--- src/rtl/alu_arbiter_pkg.sv ---
`default_nettype none
// ============================================================================
// alu_arbiter_pkg : shared types and constants for the ALU arbiter slice
// Revision: 1.0
// ============================================================================
package alu_arbiter_pkg;

  localparam int DATA_W = 32;

  typedef enum logic [3:0] {
    OP_AND = 4'b0000,
    OP_OR  = 4'b0001,
    OP_ADD = 4'b0010,
    OP_SUB = 4'b0011
  } alu_op_t;

  typedef enum logic [0:0] {
    ARB    = 1'b0,
    LOCKED = 1'b1
  } arb_state_t;

endpackage
`default_nettype wire

--- src/rtl/alu_arbiter_if.sv ---
`default_nettype none
// ============================================================================
// alu_arbiter_if : per-requester request/response bundle for the ALU arbiter
// Revision: 1.0
// ============================================================================
interface alu_arbiter_if #(
  parameter int NUM_REQ = 2,
  parameter int TAG_W   = 4
);
  localparam int DW = alu_arbiter_pkg::DATA_W;

  logic [NUM_REQ-1:0]       req_valid;
  logic [NUM_REQ-1:0]       req_ready;
  logic [NUM_REQ*4-1:0]     req_op;
  logic [NUM_REQ*DW-1:0]    req_a;
  logic [NUM_REQ*DW-1:0]    req_b;
  logic [NUM_REQ*TAG_W-1:0] req_tag;
  logic [NUM_REQ-1:0]       req_lock;
  logic [NUM_REQ-1:0]       rsp_valid;
  logic [NUM_REQ-1:0]       rsp_ready;
  logic [NUM_REQ*DW-1:0]    rsp_result;
  logic [NUM_REQ-1:0]       rsp_zero;
  logic [NUM_REQ*TAG_W-1:0] rsp_tag;

  modport master (
    output req_valid, req_op, req_a, req_b, req_tag, req_lock, rsp_ready,
    input  req_ready, rsp_valid, rsp_result, rsp_zero, rsp_tag
  );

  modport slave (
    input  req_valid, req_op, req_a, req_b, req_tag, req_lock, rsp_ready,
    output req_ready, rsp_valid, rsp_result, rsp_zero, rsp_tag
  );
endinterface
`default_nettype wire

--- src/rtl/alu_arbiter_alu.sv ---
`default_nettype none
// ============================================================================
// alu : combinational AND/OR/ADD/SUB unit; unknown opcodes yield zero
// Revision: 1.0
// ============================================================================
module alu
  import alu_arbiter_pkg::*;
(
  input  logic [3:0]        op,
  input  logic [DATA_W-1:0] a,
  input  logic [DATA_W-1:0] b,
  output logic [DATA_W-1:0] result,
  output logic              zero
);
  always_comb begin
    result = '0;
    case (op)
      OP_AND:  result = a & b;
      OP_OR:   result = a | b;
      OP_ADD:  result = a + b;
      OP_SUB:  result = a - b;
      default: result = '0;
    endcase
    zero = (result == '0);
  end
endmodule
`default_nettype wire

--- src/rtl/alu_arbiter.sv ---
`default_nettype none
// ============================================================================
// alu_arbiter : round-robin sharing of one ALU with optional grant lock and
//               a one-entry registered response per requester
// Revision: 1.0
// ============================================================================
module alu_arbiter
  import alu_arbiter_pkg::*;
#(
  parameter int NUM_REQ  = 2,
  parameter int TAG_W    = 4,
  parameter int LOCK_MAX = 8,
  localparam int IDX_W   = (NUM_REQ > 1) ? $clog2(NUM_REQ) : 1
)(
  input  logic             clk,
  input  logic             rst_n,
  alu_arbiter_if.slave     bus,
  output logic             lock_active,
  output logic [IDX_W-1:0] lock_owner
);
  localparam int CNT_W = $clog2(LOCK_MAX + 1);

  arb_state_t               r_state, w_state_nxt;
  logic [IDX_W-1:0]         r_last, w_last_nxt, r_owner, w_owner_nxt;
  logic [CNT_W-1:0]         r_cnt, w_cnt_nxt;
  logic [NUM_REQ-1:0]       w_elig, w_req_ready;
  logic [IDX_W:0]           w_pick;
  logic                     w_gnt_vld, w_lock, w_zero;
  logic [IDX_W-1:0]         w_gnt;
  logic [3:0]               w_op;
  logic [DATA_W-1:0]        w_a, w_b, w_res;
  logic [NUM_REQ-1:0]       r_rsp_valid, r_rsp_zero;
  logic [NUM_REQ*DATA_W-1:0] r_rsp_result;
  logic [NUM_REQ*TAG_W-1:0] r_rsp_tag;

  // Scan far-to-near so the nearest eligible index after `last` wins.
  function automatic logic [IDX_W:0] rr_pick(input logic [NUM_REQ-1:0] elig,
                                             input logic [IDX_W-1:0]   last);
    logic [IDX_W:0] res;
    int idx;
    res = '0;
    for (int k = NUM_REQ; k >= 1; k--) begin
      idx = (int'(last) + k) % NUM_REQ;
      if (elig[idx]) res = {1'b1, IDX_W'(idx)};
    end
    return res;
  endfunction

  always_comb begin
    w_elig = '0;
    for (int i = 0; i < NUM_REQ; i++) begin
      w_elig[i] = bus.req_valid[i] && (!r_rsp_valid[i] || bus.rsp_ready[i]) &&
                  ((r_state == ARB) || (r_owner == IDX_W'(i)));
    end
  end

  // No grant is issued while reset is held, so nothing can look accepted.
  assign w_pick      = rr_pick(w_elig, r_last);
  assign w_gnt_vld   = w_pick[IDX_W] && rst_n;
  assign w_gnt       = w_pick[IDX_W-1:0];
  assign w_req_ready = w_gnt_vld ? (NUM_REQ'(1) << w_gnt) : '0;

  always_comb begin
    w_op   = '0;
    w_a    = '0;
    w_b    = '0;
    w_lock = 1'b0;
    if (w_gnt_vld) begin
      w_op   = bus.req_op[int'(w_gnt)*4 +: 4];
      w_a    = bus.req_a[int'(w_gnt)*DATA_W +: DATA_W];
      w_b    = bus.req_b[int'(w_gnt)*DATA_W +: DATA_W];
      w_lock = bus.req_lock[w_gnt];
    end
  end

  alu u_alu (
    .op     (w_op),
    .a      (w_a),
    .b      (w_b),
    .result (w_res),
    .zero   (w_zero)
  );

  always_ff @(posedge clk or negedge rst_n) begin
    if (!rst_n) begin
      r_state <= ARB;
      r_last  <= IDX_W'(NUM_REQ - 1);
      r_owner <= '0;
      r_cnt   <= '0;
    end else begin
      r_state <= w_state_nxt;
      r_last  <= w_last_nxt;
      r_owner <= w_owner_nxt;
      r_cnt   <= w_cnt_nxt;
    end
  end

  always_comb begin
    w_state_nxt = r_state;
    w_last_nxt  = r_last;
    w_owner_nxt = r_owner;
    w_cnt_nxt   = r_cnt;
    if (w_gnt_vld) w_last_nxt = w_gnt;
    case (r_state)
      ARB: begin
        if (w_gnt_vld && w_lock) begin
          w_state_nxt = LOCKED;
          w_owner_nxt = w_gnt;
          w_cnt_nxt   = '0;
        end
      end
      LOCKED: begin
        if (w_gnt_vld) begin
          w_cnt_nxt = '0;
          if (!w_lock) w_state_nxt = ARB;
        end else if (r_cnt == CNT_W'(LOCK_MAX - 1)) begin
          w_state_nxt = ARB;
          w_cnt_nxt   = '0;
        end else begin
          w_cnt_nxt = r_cnt + 1'b1;
        end
      end
      default: w_state_nxt = ARB;
    endcase
  end

  // A fill in the same cycle as a drain wins, keeping one op/cycle throughput.
  always_ff @(posedge clk or negedge rst_n) begin
    if (!rst_n) begin
      r_rsp_valid  <= '0;
      r_rsp_zero   <= '0;
      r_rsp_result <= '0;
      r_rsp_tag    <= '0;
    end else begin
      for (int i = 0; i < NUM_REQ; i++) begin
        if (w_req_ready[i]) begin
          r_rsp_valid[i]                   <= 1'b1;
          r_rsp_zero[i]                    <= w_zero;
          r_rsp_result[i*DATA_W +: DATA_W] <= w_res;
          r_rsp_tag[i*TAG_W +: TAG_W]      <= bus.req_tag[i*TAG_W +: TAG_W];
        end else if (bus.rsp_ready[i]) begin
          r_rsp_valid[i] <= 1'b0;
        end
      end
    end
  end

  assign bus.req_ready  = w_req_ready;
  assign bus.rsp_valid  = r_rsp_valid;
  assign bus.rsp_zero   = r_rsp_zero;
  assign bus.rsp_result = r_rsp_result;
  assign bus.rsp_tag    = r_rsp_tag;
  assign lock_active    = (r_state == LOCKED);
  assign lock_owner     = (r_state == LOCKED) ? r_owner : '0;

endmodule
`default_nettype wire

--- src/flat_wrapper.sv ---
// flat-port wrapper written by rule: the top's interface ports become plain ports
module alu_arbiter_flat import alu_arbiter_pkg::*;
#(
  parameter int NUM_REQ  = 2,
  parameter int TAG_W    = 4,
  parameter int LOCK_MAX = 8,
  localparam int IDX_W   = (NUM_REQ > 1) ? $clog2(NUM_REQ) : 1
)
  (clk, rst_n, lock_active, lock_owner, bus_req_valid, bus_req_op, bus_req_a, bus_req_b, bus_req_tag, bus_req_lock, bus_rsp_ready, bus_req_ready, bus_rsp_valid, bus_rsp_result, bus_rsp_zero, bus_rsp_tag);
  alu_arbiter_if #(.NUM_REQ(NUM_REQ), .TAG_W(TAG_W)) bus_i ();
  input  logic clk;
  input  logic rst_n;
  output logic lock_active;
  output logic [IDX_W-1:0] lock_owner;
  input wire logic [$bits(bus_i.req_valid)-1:0] bus_req_valid;
  input wire logic [$bits(bus_i.req_op)-1:0] bus_req_op;
  input wire logic [$bits(bus_i.req_a)-1:0] bus_req_a;
  input wire logic [$bits(bus_i.req_b)-1:0] bus_req_b;
  input wire logic [$bits(bus_i.req_tag)-1:0] bus_req_tag;
  input wire logic [$bits(bus_i.req_lock)-1:0] bus_req_lock;
  input wire logic [$bits(bus_i.rsp_ready)-1:0] bus_rsp_ready;
  output wire logic [$bits(bus_i.req_ready)-1:0] bus_req_ready;
  output wire logic [$bits(bus_i.rsp_valid)-1:0] bus_rsp_valid;
  output wire logic [$bits(bus_i.rsp_result)-1:0] bus_rsp_result;
  output wire logic [$bits(bus_i.rsp_zero)-1:0] bus_rsp_zero;
  output wire logic [$bits(bus_i.rsp_tag)-1:0] bus_rsp_tag;
  assign bus_i.req_valid = bus_req_valid;
  assign bus_i.req_op = bus_req_op;
  assign bus_i.req_a = bus_req_a;
  assign bus_i.req_b = bus_req_b;
  assign bus_i.req_tag = bus_req_tag;
  assign bus_i.req_lock = bus_req_lock;
  assign bus_i.rsp_ready = bus_rsp_ready;
  assign bus_req_ready = bus_i.req_ready;
  assign bus_rsp_valid = bus_i.rsp_valid;
  assign bus_rsp_result = bus_i.rsp_result;
  assign bus_rsp_zero = bus_i.rsp_zero;
  assign bus_rsp_tag = bus_i.rsp_tag;
  alu_arbiter #(.NUM_REQ(NUM_REQ), .TAG_W(TAG_W), .LOCK_MAX(LOCK_MAX)) u_core (.clk(clk), .rst_n(rst_n), .bus(bus_i), .lock_active(lock_active), .lock_owner(lock_owner));
endmodule
--- config.mk ---
export PLATFORM = sky130hd
export DESIGN_NAME = alu_arbiter_flat
export DESIGN_NICKNAME = d
export VERILOG_FILES = /design/src/rtl/alu_arbiter_pkg.sv /design/src/rtl/alu_arbiter_if.sv /design/src/rtl/alu_arbiter_alu.sv /design/src/rtl/alu_arbiter.sv /design/src/flat_wrapper.sv
export SDC_FILE = /design/constraint.sdc
export NUM_CORES = 1
export LEC_CHECK = 0
export BUFFER_PORTS_ARGS = -buffer_cell sky130_fd_sc_hd__buf_2
export CORE_AREA = 10 10 160 177
export CTS_BUF_LIST = sky130_fd_sc_hd__clkbuf_2 sky130_fd_sc_hd__clkbuf_4 sky130_fd_sc_hd__clkbuf_8
export DETAILED_ROUTE_END_ITERATION = 10
export DIE_AREA = 0 0 170 187
export PLACE_DENSITY = 0.53
export REMOVE_ABC_BUFFERS = 1
export SLEW_MARGIN = 20
export SYNTH_ARGS = -nofsm -noshare
export SYNTH_HDL_FRONTEND = slang
export SYNTH_HIERARCHICAL = 1
export SYNTH_SLANG_ARGS = --single-unit
--- constraint.sdc ---
create_clock -name clk -period 11.4 [get_ports clk]
set_clock_uncertainty 0.05 [all_clocks]
set_input_delay 2.85 -clock clk [delete_from_list [all_inputs] [get_ports clk]]
set_output_delay 2.85 -clock clk [all_outputs]
set_load 0.02 [all_outputs]
After elaboration in Yosys (flattened, before gate mapping) --
Cells that the tools add are included.
Cells by class: equality and inequality tests 5, reductions and logical operators 17, multiplexer cells 30, add/sub/neg operators 5, multiply operators 0, shift-type cells 4, divide/modulo/power cells 0, order comparisons 3, bitwise gates (word level) 6
Operators by type and width (count):
- 32-bit case mux with 4 select lines | 1
- 64-bit by 7-bit indexed part select with 32-bit output | 2
- 32-bit 2-to-1 mux | 2
- 32-bit adder | 1
- 32-bit AND | 1
- 32-bit logical NOT | 1
- 32-bit bitwise OR | 1
- 32-bit subtractor | 1
- 1-bit 2-to-1 mux | 18
- 4-bit 2-to-1 mux | 4
- 4-bit by 2-bit == test with 1-bit output (second input constant) | 2
- 4-bit case mux with 2 select lines | 1
- 8-bit by 4-bit indexed part select with 4-bit output | 1
- 1-bit logical AND | 6
- 2-bit by 3-bit < comparator with 1-bit output (second input constant) | 2
- 2-bit 2-to-1 mux | 3
- 4-bit by 1-bit adder with 4-bit output (second input constant) | 1
- 4-bit by 1-bit == test with 1-bit output (second input constant) | 1
- 4-bit by 3-bit == test with 1-bit output (second input constant) | 1
- 4-bit logical NOT | 1
- 1-bit logical OR | 4
- 2-bit nonzero test | 2
- 1-bit adder (second input constant) | 2
- 1-bit AND (first input constant) | 2
- other kinds (7) | 9
Word-level totals: memory bits (read-only) 0, memories 0, register bits 83, logic and storage cells 82, output and inout bits 80, bits in latches 0, input bits 152, bits in writable memories 0

Logic depth before layout (Yosys ltp) --
depth after elaboration 15, depth in mapped cells 29, gate-level depth less buffers 28

Modules after synthesis --
The synthesis kept the hierarchy.
By module, submodules not included:
- alu_arbiter | cells each 293, times used 1, area each 3991.3 sq um, seq. area each 2078.2 sq um
- alu | cells each 501, times used 1, area each 3256.9 sq um, seq. area each 0.0 sq um

Worst setup path before layout --
Ideal clock, no wire load.
kind input to register, start point in bus_rsp_ready[0], end point reg u_core.r_rsp_zero[0], in the netlist u_core/bus.rsp_zero[0], arrival 8.152 ns, data required time 11.285 ns, path buffers 7, slack 3.133 ns, setup time 0.065 ns, stages 28, cell sequence nor2b_1 -> nor2_2 -> a31oi_4 -> nand2_4 -> inv_2 -> buf_6 -> buf_6 -> a22o_1 -> clkbuf_1 -> clkbuf_1 -> and2_1 -> clkbuf_1 -> buf_1 -> nand2_1 -> o31ai_1 -> xor2_1 -> ha_1 -> clkbuf_1 -> a21o_1 -> or3_1 -> or3_1 -> a21o_1 -> a41o_1 -> xor2_1 -> a2111oi_4 -> o2111ai_1 -> nor2_1 -> mux2_2
Between the ends: longest elaborated chain between the ends 13, elaborated cells on any way between the ends 30, those cells by class add/sub (2); eq/ne (3); shift (4); mux (13); bitwise (2); reduce/logical (6)
RTL lines:
- start, declared | line flat_wrapper.sv:21 | input wire logic [$bits(bus_i.rsp_ready)-1:0] bus_rsp_ready;
- 1-bit logical OR (*) | line alu_arbiter.sv:52 | w_elig[i] = bus.req_valid[i] && (!r_rsp_valid[i] || bus.rsp_ready[i]) &&
- 1-bit logical AND (*) (2 in a row) | line alu_arbiter.sv:52
- 1-bit 2-to-1 mux (not written as such) (3 in a row) | line alu_arbiter.sv:44 | if (elig[idx]) res = {1'b1, IDX_W'(idx)};
- 2-bit 2-to-1 mux | line alu_arbiter.sv:44
- 2-bit 2-to-1 mux (*) | line alu_arbiter.sv:44
- 8-bit by 4-bit indexed part select with 4-bit output or 1-bit logical AND (tied branches) | line alu_arbiter.sv:69, alu_arbiter.sv:59
- 4-bit 2-to-1 mux (*) | line alu_arbiter.sv:68 | if (w_gnt_vld) begin
- named net u_core.w_op[1] | line alu_arbiter.sv:30 | logic [3:0] w_op;
- 4-bit by 2-bit == test with 1-bit output (tied with other cells) | line alu_arbiter_alu.sv:17 | case (op)
- 32-bit case mux with 4 select lines (*) | line alu_arbiter_alu.sv:17
- 32-bit logical NOT (*) | line alu_arbiter_alu.sv:24 | zero = (result == '0);
- named net u_core.w_zero | line alu_arbiter.sv:28 | logic w_gnt_vld, w_lock, w_zero;
- end signal, assigned by index | line alu_arbiter.sv:138 | r_rsp_zero[i] <= w_zero;
- end, declared | line alu_arbiter.sv:32 | logic [NUM_REQ-1:0] r_rsp_valid, r_rsp_zero;
Mark *: on every way through the listed nets, which the timed path passes. The rest lies on a longest branch. The select of a mux whose other input is x is not followed. A chain may end at the register's enable or synchronous reset.

Worst setup path after layout --
start point in bus_rsp_ready[0], end point reg u_core.r_rsp_zero[0], in the netlist u_core/bus.rsp_zero[0]
Between the ends: longest elaborated chain between the ends 13, elaborated cells on any way between the ends 30, those cells by class add/sub (2); eq/ne (3); shift (4); mux (13); bitwise (2); reduce/logical (6)
RTL lines:
- 1-bit logical OR (*) | line alu_arbiter.sv:52
- 1-bit logical AND (*) (2 in a row) | line alu_arbiter.sv:52
- 1-bit 2-to-1 mux (not written as such) (3 in a row) | line alu_arbiter.sv:44
- 2-bit 2-to-1 mux | line alu_arbiter.sv:44
- 2-bit 2-to-1 mux (*) | line alu_arbiter.sv:44
- 8-bit by 4-bit indexed part select with 4-bit output or 1-bit logical AND (tied branches) | line alu_arbiter.sv:69, alu_arbiter.sv:59
- 4-bit 2-to-1 mux (*) | line alu_arbiter.sv:68
- named net u_core.w_op[1] | line alu_arbiter.sv:30
- 4-bit by 2-bit == test with 1-bit output (tied with other cells) | line alu_arbiter_alu.sv:17
- 32-bit case mux with 4 select lines (*) | line alu_arbiter_alu.sv:17
- named net u_core.w_res[6] | line alu_arbiter.sv:31 | logic [DATA_W-1:0] w_a, w_b, w_res;
- 32-bit logical NOT (*) | line alu_arbiter_alu.sv:24
- named net u_core.w_zero | line alu_arbiter.sv:28
Marked as above.

==> run metrics <==
status=complete, no violations; drt initial violations=326; final wirelength=25.67 mm; Fin Hold WS=436.2 ps; initial antenna violation count=0; CP startpoint kind=input port; CP Data Required Time=11640 ps; Core ar.=24810 um2; largest net degree at the start of global routing=60; Setup CP Type=input port to flip-flop; initial core utilization=29.22%; routed vias/inst=5.221; clock sinks=83; PD cells=233.8 nW/um2; Area Growth Syn to Fin=21.13%; flops & latches, synth=83; Mapped Cells=794; Hold Path Depth=1; CP endpoint=u_core/bus.rsp_zero[0]; reg2reg setup slack=4290 ps; setup repair bufs after CTS=0; Antenna diodes=0; GRT overflow=0; Cell Area, Synth=7248 um2; DRC Markers=0; cts repair resizes=0; origin of the critical flop-to-flop path=u_core/lock_active; sequential-to-total area share from yosys stat=28.67%; gpl congestion=0.8662; nets=1182; vias in the first global route=7351; unrepaired setup endpoints after global routing=false; Yosys top cell area share=28.31%; CTS Hold Bufs=0; post-route minimum period=9318 ps; Fin. Hold Viols=0; Max Freq=0.1073 GHz; Cell Count, Final, Fillers Out=1313; CP Data Arrival Time=9560 ps; asr flop ratio synth=100.0%; vias after detailed routing=6855; Slew Viols, Final=0; top post-synthesis cells by count=dfrtp_1, a21oi_1, a22o_1, mux2_2, nand2_1; worst-margin pin slew=1014 ps; Mapped Avg Cell Area=9.129 um2; worst hold-check path type=flip-flop to flip-flop; fraction of layout cells with a size suffix above 1=34.27%; slew margin rel.=32.43%; Final TNS setup=0 ps; CTS tree=done; Final period util=81.74%; largest area contributor in the netlist=dfrtp_1; DP Cell Count=1298; static leakage=0.004353 uW; Max Fanout on Critical Path=55; clk slew on worst S/H paths=80 ps; Boundary Pins=232; Main synth FF type=dfrtp_1; reg2reg end=u_core/bus.rsp_zero[0]; clock buffer depth=2; drt pass-1 iters=5; dpl hpwl=20.47 mm; CTS Buf Count=9; wire per inst=19.55 um; Reg2Reg Depth=23; post-synth cell types=78; Area contributors post-synth=dfrtp_1, mux2_2, a22o_1; Setup-failing EPs final=0; I/O Buffers=231; Die Span X=170 um; fillers=2647; CP Capture Type=flip-flop; # rows=61; die area=31790 um2; number of flops mapped to enable cells by yosys=0; gr usage total=15.86%; first-pass GRT wire length=40.89 mm; Critical path origin=bus_rsp_ready[0]; post-route ant nets=0; number of warning messages in the yosys log=6; CTS HTree Levels=3; DIE HEIGHT=187 um; Clk Latency, worst-skew pair=350 ps; max-capacitance violation count=0; Worst VDD drop=0.1162 mV; most common cell in the synthesized netlist=dfrtp_1; CTS root buffer=clkbuf_8
## metrics by stage
step	util [%]	setup slack [ps]	area, um2	total power (uW)
final	35.39	2082	8780	2052
after global routing	35.39	1507	8780	2232
after CTS	35.38	2060	8777	2071
after detailed placement	34.52	1653	8563	1828
after global placement	34.52	1820	8563	1827
after floorplan	-	1165	6969	1411
## how the worst min path moves through the flow
stage | slack [ps] | start | to
2_1_floorplan | 440 | u_core/r_cnt[3] | u_core/r_cnt[3]
3_3_place_gp | 410 | u_core/bus.rsp_tag[4] | u_core/bus.rsp_tag[4]
3_5_place_dp | 420 | u_core/bus.rsp_result[42] | u_core/bus.rsp_result[42]
6_report | 440 | u_core/bus.rsp_result[42] | u_core/bus.rsp_result[42]
4_1_cts | 440 | u_core/bus.rsp_result[42] | u_core/bus.rsp_result[42]
5_1_grt | 480 | u_core/bus.rsp_tag[5] | u_core/bus.rsp_tag[5]
## final cells by class
class,count,area [um2],area share [%]
tap,315,394.1,4.489
clock inverter,6,90.09,1.026
inverter,21,78.83,0.8978
clock buffer,9,123.9,1.411
timing repair buffer,236,1196,13.62
sequential,83,2078,23.67
multi-input combinational,643,4818,54.88
## layout by cell type, fill, tap and decap left out, types with 8 or more instances in the layout
cell type,instances
or3_1,8
nor3_1,16
dfrtp_1,82
buf_2,230
a22o_1,68
mux2_2,69
o21ai_0,40
nor2_1,43
xnor2_1,33
clkbuf_8,9
nand2_1,50
nand3_1,12
ha_1,35
nand2b_1,12
maj3_1,13
a21oi_1,78
a21o_1,13
inv_1,20
o21a_1,8
xor2_1,18
## logic make-up after synthesis
group                    Yosys count  synth area share, %
AO/OA/AOI/OAI                    280                27.36
XOR/XNOR                          51                6.163
adder cells (fa/ha/maj)           49                8.113
buffers and inverters             68                4.937
flip-flops                        83                28.67
multiplexers                      76                11.77
AND/OR/NAND/NOR                  187                12.98
## routing by layer
metal  wire length (um)  GRT usage [%]  up-vias
li1                   -              -     3408
met4                161          2.161        0
met2              12290          26.93      205
met1              11180          19.45     3229
met3               2040          5.172       13
met5                  0              0        -
## registers in the layout, summed over array words and instances (netlist names)
register	count
u_core/bus.rsp_tag	8
u_core/bus.rsp_valid	2
u_core/r_last	1
u_core/bus.rsp_result	64
u_core/r_cnt	4
u_core/r_owner	1
u_core/bus.rsp_zero	2
u_core/lock_active	1
## power breakdown
part	leakage, uW	internal [uW]	total, uW	switching [uW]
Combinational	0.00314	522	1340	818
Sequential	0.00111	411	480	68.8
Clock	0.000106	123	233	110
Total	0.00435	1060	2050	997
## worst max-delay path, cell delays in order
cell	delay, ps
buf_2	100
nor2b_1	220
nor2_2	80
a31oi_4	250
nand2_4	240
inv_2	790
a22o_1	230
buf_4	260
and2_1	650
nand2_1	460
nand2_1	180
o21ai_0	160
fa_1	440
nand2b_1	200
a21oi_1	260
nor2b_1	130
xor2_1	140
o21ai_0	140
or4_1	560
or3_1	360
nor4_1	340
nand4_1	120
nor2_1	140
mux2_2	160
Power figures use the tool's default switching activity.
